$ cat src/rtl/bloco_operativo.sv
// bloco_operativo: datapath paired with the blocoControle FSM.
// Holds din_q, X, Hr, S and executes one ALU op per cycle as commanded by
// M0/M1/M2/LX/LH/LS/H; publishes S on a pronto rising edge with a valid pulse.
// Optional macro BLOCO_OPERATIVO_SAT_EN selects saturating arithmetic
// (default build wraps modulo 2^WIDTH; ovf behaves identically either way).
module bloco_operativo #(
  parameter int unsigned WIDTH = 8,
  parameter int unsigned K     = 3
) (
  input  logic             clk,
  input  logic             rst,
  input  logic [WIDTH-1:0] din,
  input  logic [1:0]       M0,
  input  logic [1:0]       M1,
  input  logic [1:0]       M2,
  input  logic             LX,
  input  logic             LH,
  input  logic             LS,
  input  logic             H,
  input  logic             pronto,
  output logic [WIDTH-1:0] dout,
  output logic             dout_valid,
  output logic             ovf
);

  localparam int unsigned PW = 2 * WIDTH;
  localparam logic [WIDTH-1:0] KC = WIDTH'(K);

  logic [WIDTH-1:0] din_q, din_d;
  logic [WIDTH-1:0] x_q, x_d;
  logic [WIDTH-1:0] hr_q, hr_d;
  logic [WIDTH-1:0] s_q, s_d;
  logic [WIDTH-1:0] dout_q, dout_d;
  logic             dout_valid_q, dout_valid_d;
  logic             ovf_q, ovf_d;
  logic             pronto_dly_q, pronto_dly_d;

  logic [WIDTH-1:0] op_a_c, op_b_c, alu_c;
  logic             alu_ovf_c;
  logic [WIDTH:0]   sum_c;
  logic [PW-1:0]    prod_c;
  logic             rise_c;

  // Operand muxes
  always_comb begin
    op_a_c = x_q;
    op_b_c = '0;
    case (M0)
      2'd0: op_a_c = x_q;
      2'd1: op_a_c = hr_q;
      2'd2: op_a_c = s_q;
      default: op_a_c = KC;
    endcase
    case (M1)
      2'd0: op_b_c = '0;
      2'd1: op_b_c = x_q;
      2'd2: op_b_c = s_q;
      default: op_b_c = hr_q;
    endcase
  end

  // ALU with overflow detection; saturation is a build-time option
  always_comb begin
    sum_c     = {1'b0, op_a_c} + {1'b0, op_b_c};
    prod_c    = PW'(op_a_c) * PW'(op_b_c);
    alu_c     = op_a_c;
    alu_ovf_c = 1'b0;
    case (M2)
      2'd0: begin
        alu_ovf_c = sum_c[WIDTH];
        alu_c     = sum_c[WIDTH-1:0];
`ifdef BLOCO_OPERATIVO_SAT_EN
        if (alu_ovf_c) alu_c = {WIDTH{1'b1}};
`endif
      end
      2'd1: begin
        alu_ovf_c = |prod_c[PW-1:WIDTH];
        alu_c     = prod_c[WIDTH-1:0];
`ifdef BLOCO_OPERATIVO_SAT_EN
        if (alu_ovf_c) alu_c = {WIDTH{1'b1}};
`endif
      end
      2'd2: begin
        alu_ovf_c = (op_a_c < op_b_c);
        alu_c     = op_a_c - op_b_c;
`ifdef BLOCO_OPERATIVO_SAT_EN
        if (alu_ovf_c) alu_c = '0;
`endif
      end
      default: begin
        alu_ovf_c = 1'b0;
        alu_c     = op_a_c;
      end
    endcase
  end

  // Register next-state: every write is commanded by a control input
  always_comb begin
    din_d        = H ? din_q : din;
    x_d          = LX ? din_q : x_q;
    hr_d         = LH ? alu_c : hr_q;
    s_d          = LS ? alu_c : s_q;
    pronto_dly_d = pronto;
    rise_c       = pronto & ~pronto_dly_q;
    dout_d       = rise_c ? s_q : dout_q;
    dout_valid_d = rise_c;
    // New computation clears the flag; a same-cycle overflow still sets it
    ovf_d = ovf_q;
    if (LX) ovf_d = 1'b0;
    if ((LH | LS) & alu_ovf_c) ovf_d = 1'b1;
  end

  // State registers, synchronous active-high reset
  always_ff @(posedge clk) begin
    if (rst) begin
      din_q        <= '0;
      x_q          <= '0;
      hr_q         <= '0;
      s_q          <= '0;
      dout_q       <= '0;
      dout_valid_q <= 1'b0;
      ovf_q        <= 1'b0;
      pronto_dly_q <= 1'b0;
    end else begin
      din_q        <= din_d;
      x_q          <= x_d;
      hr_q         <= hr_d;
      s_q          <= s_d;
      dout_q       <= dout_d;
      dout_valid_q <= dout_valid_d;
      ovf_q        <= ovf_d;
      pronto_dly_q <= pronto_dly_d;
    end
  end

  assign dout       = dout_q;
  assign dout_valid = dout_valid_q;
  assign ovf        = ovf_q;

endmodule

$ cat config.mk
export PLATFORM = sky130hd
export DESIGN_NAME = bloco_operativo
export DESIGN_NICKNAME = d
export VERILOG_FILES = /design/src/rtl/bloco_operativo.sv
export SDC_FILE = /design/constraint.sdc
export NUM_CORES = 1
export LEC_CHECK = 0
export CORE_AREA = 3 3 107 109
export DETAILED_ROUTE_END_ITERATION = 12
export DIE_AREA = 0 0 110 112
export GPL_TIMING_DRIVEN = 0
export PLACE_DENSITY = 0.64
export SLEW_MARGIN = 10
export SYNTH_ARGS = -nofsm -noshare
export SYNTH_HDL_FRONTEND = slang
export SYNTH_SLANG_ARGS = --single-unit
$ cat constraint.sdc
create_clock -name clk -period 6.8 [get_ports clk]
set_clock_uncertainty 0.15 [all_clocks]
set_input_delay 0.68 -clock clk [delete_from_list [all_inputs] [get_ports clk]]
set_output_delay 0.68 -clock clk [all_outputs]
set_load 0.01 [all_outputs]
==> flow_summary.json <==
{
  "outcome": "finished clean",
  "numClockSinks": 43,
  "wl_met2_um": 6250,
  "dpl_cell_area_um2": 5110,
  "start_util": 0.440,
  "slew_viol_final": 0,
  "io_pins": 31,
  "hold_class": "register to register",
  "fillers": 1053,
  "rr_worst_depth": 17,
  "ys_top_cells_by_count": "nor2_1, inv_1, ha_1",
  "p_total_mw": 0.686,
  "drive_above_1_share": 0.0452,
  "period_minus_slack_ps": 6430,
  "ant_nets": 0,
  "p_leak_nw": 2.45,
  "max_freq_mhz": 155,
  "rsz0062_at_grt": "false",
  "first_pass_iters": 6,
  "synth_top_cell_area_share": 0.183,
  "max_slew.worst_pin.slew_ps": 1000,
  "dr_wl_met3_um": 450,
  "synth_seq_cells": 43,
  "rr_endpoint": "ovf",
  "placed_cells": 729,
  "coreArea_um2": 10700,
  "grt_pass1_vias": 4134,
  "cp-end-kind": "register",
  "cts_tree": "yes",
  "finalInstanceArea_um2": 5220,
  "min_to": "dout_valid",
  "whs_path_depth": 1,
  "final_nets": 707,
  "ir_worst_vdd_v": 0.000116,
  "hp-start": "pronto_dly_q",
  "syn_nets": 678,
  "relSlewSlack": 0.333,
  "fin_util": 0.488,
  "netlist_area_um2": 4710,
  "die_h_um": 112,
  "routed.top_layer": "met4",
  "grt_overflow": 0,
  "synth_top_flop_cell": "dfxtp_1",
  "drt_iter0_drc": 180,
  "cts_hold_buf": 0,
  "r2r_start": "x_q[0]",
  "wl_met1_um": 5230,
  "fin_ws_ps": 365,
  "dp_slack_ps": -133,
  "diodes": 0,
  "yosysWarnings": 0,
  "dpl.hpwl_um": 10300,
  "path_max_fanout": 9,
  "postRouteWirelength_um": 12200,
  "async_flop_share": 0,
  "clockBufferDepth": 2,
  "grt_pass1_wl_um": 20300,
  "yosys.area.top_type": "dfxtp_1",
  "maxCapViolCount": 0,
  "port-buffer-count": 22,
  "fp.dieW_um": 110,
  "htree_levels": 2,
  "clk_pin_slew_ps": 80,
  "cts-root-buf": "clkbuf_8",
  "r2r_slack_ps": 850,
  "p_per_area_nw_per_um2": 132,
  "setup_viol": 0,
  "grt_max_degree": 16,
  "finalHoldViolations": 0,
  "finalCritPeriodShare": 0.946,
  "critPathArrivalTime_ps": 6470,
  "required_ps": 6830,
  "synth-edff-count": 0,
  "crit_type": "primary input to register",
  "syn_inst": 567,
  "fin_cells": 737,
  "grtUsageTotal": 0.208,
  "drc_errors": 0,
  "ys_seq_area_frac": 0.183,
  "syn_area_per_cell_um2": 8.31,
  "insertion_delay_ps": 300,
  "wl_per_cell_um": 16.5,
  "place_congestion": 0.922,
  "tns_ps": 0,
  "start_kind": "primary input",
  "synth_area_leaders": "dfxtp_1, fa_1, ha_1",
  "syn_to_final_growth_pct": 10.7,
  "post_drt_via_cell_ratio": 5.43,
  "num_vias": 4003,
  "antenna_found_initial": 0,
  "yosysMostFrequentCell": "nor2_1",
  "synth_cell_types": 52,
  "placementRows": 38,
  "die-area_um2": 12300,
  "cts_buffers": 5,
  "hold_ws_ps": 282
}
## cell usage in the layout, fill, tap and decap left out, types with 2 or more instances in the layout
cell type	count
clkbuf_8	5
o22ai_1	5
nand3_1	6
dfxtp_1	43
xnor2_1	5
clkdlybuf4s50_1	22
clkbuf_1	17
o21a_1	5
a31oi_1	2
a21oi_1	25
mux2i_1	41
xor2_1	4
ha_1	52
o31a_1	2
mux2_2	10
o21bai_1	4
inv_1	87
nor3_1	6
nand2b_1	3
nor2_1	101
a22oi_1	5
a2bb2oi_1	2
o211ai_1	6
a211oi_1	16
nand2_1	28
o2111ai_1	2
nor2b_1	6
a2111oi_2	2
fa_1	38
a21o_1	2
a22o_1	3
o21ai_0	14
clkinvlp_4	2
## area by class of cell
type	count	area, um2	area share
multi-input cells	418	3470	0.665
inverters	87	327	0.0626
plain buffers	19	72.6	0.0139
flip-flops and latches	43	861	0.165
clock buffers	5	68.8	0.0132
clock inverters	3	23.8	0.00456
repair buffers	22	220	0.0422
well taps	140	175	0.0336
## kinds of logic (layout without fill, tap and decap cells)
kind of cell | after synthesis | after routing | share of synthesized area
AOI/OAI and AO/OA | 109 | 109 | 0.161
xor gates and xnor gates | 9 | 9 | 0.0167
adders and majority gates | 90 | 90 | 0.300
and+or+nand+nor | 158 | 158 | 0.140
DFF | 43 | 43 | 0.183
muxes | 52 | 52 | 0.116
buffers and inverters | 106 | 136 | 0.0847
## routing by layer
metal / GRT usage / up-vias
met5: 0 / -
met1: 0.266 / 1929
met2: 0.368 / 93
li1: - / 1965
met3: 0.0186 / 16
met4: 0.0615 / 0
## worst max-delay path, stage by stage
cell	delay, ps
clkbuf_1	420
mux2_2	410
a22oi_1	670
nor2_1	160
fa_1	540
inv_1	50
fa_1	520
fa_1	520
fa_1	550
inv_1	40
ha_1	350
nand3_1	120
o2111ai_1	280
a2bb2oi_1	100
a2bb2oi_1	160
a2111oi_2	330
o2111ai_1	160
o32a_1	390
## report_power, final
group	leakage [nW]	total, mW	internal (mW)	switching, mW
Clock	0.0408	0.169	0.0735	0.0959
Sequential	0.353	0.280	0.268	0.0128
Combinational	2.05	0.236	0.0946	0.142
Total	2.45	0.686	0.436	0.250
## repair_timing
item                                    in CTS  in global routing
buffers inserted                             0                  0
gates resized for setup                      0                  3
endpoints found under the setup margin       0                  1
## registers in the layout, summed over array words and instances, names as in the netlist
signal and cells:
dout 8, din_q 8, s_q 8, hr_q 8, pronto_dly_q 1, x_q 8, ovf 1, dout_valid 1
## how the worst max path moves through the flow
| stage | depth (start not counted) | slack (ps) | end | start |
|---|---|---|---|---|
| finish | 18 | 370 | ovf | M1[0] |
| global route | 19 | 50 | ovf | M1[1] |
| CTS | 18 | 160 | ovf | M0[1] |
| detailed placement | 18 | -130 | ovf | M0[1] |
| global placement | 18 | -100 | ovf | M0[1] |
| floorplan | 17 | 870 | ovf | M1[0] |
No activity file was read; power rests on OpenSTA's default activity.
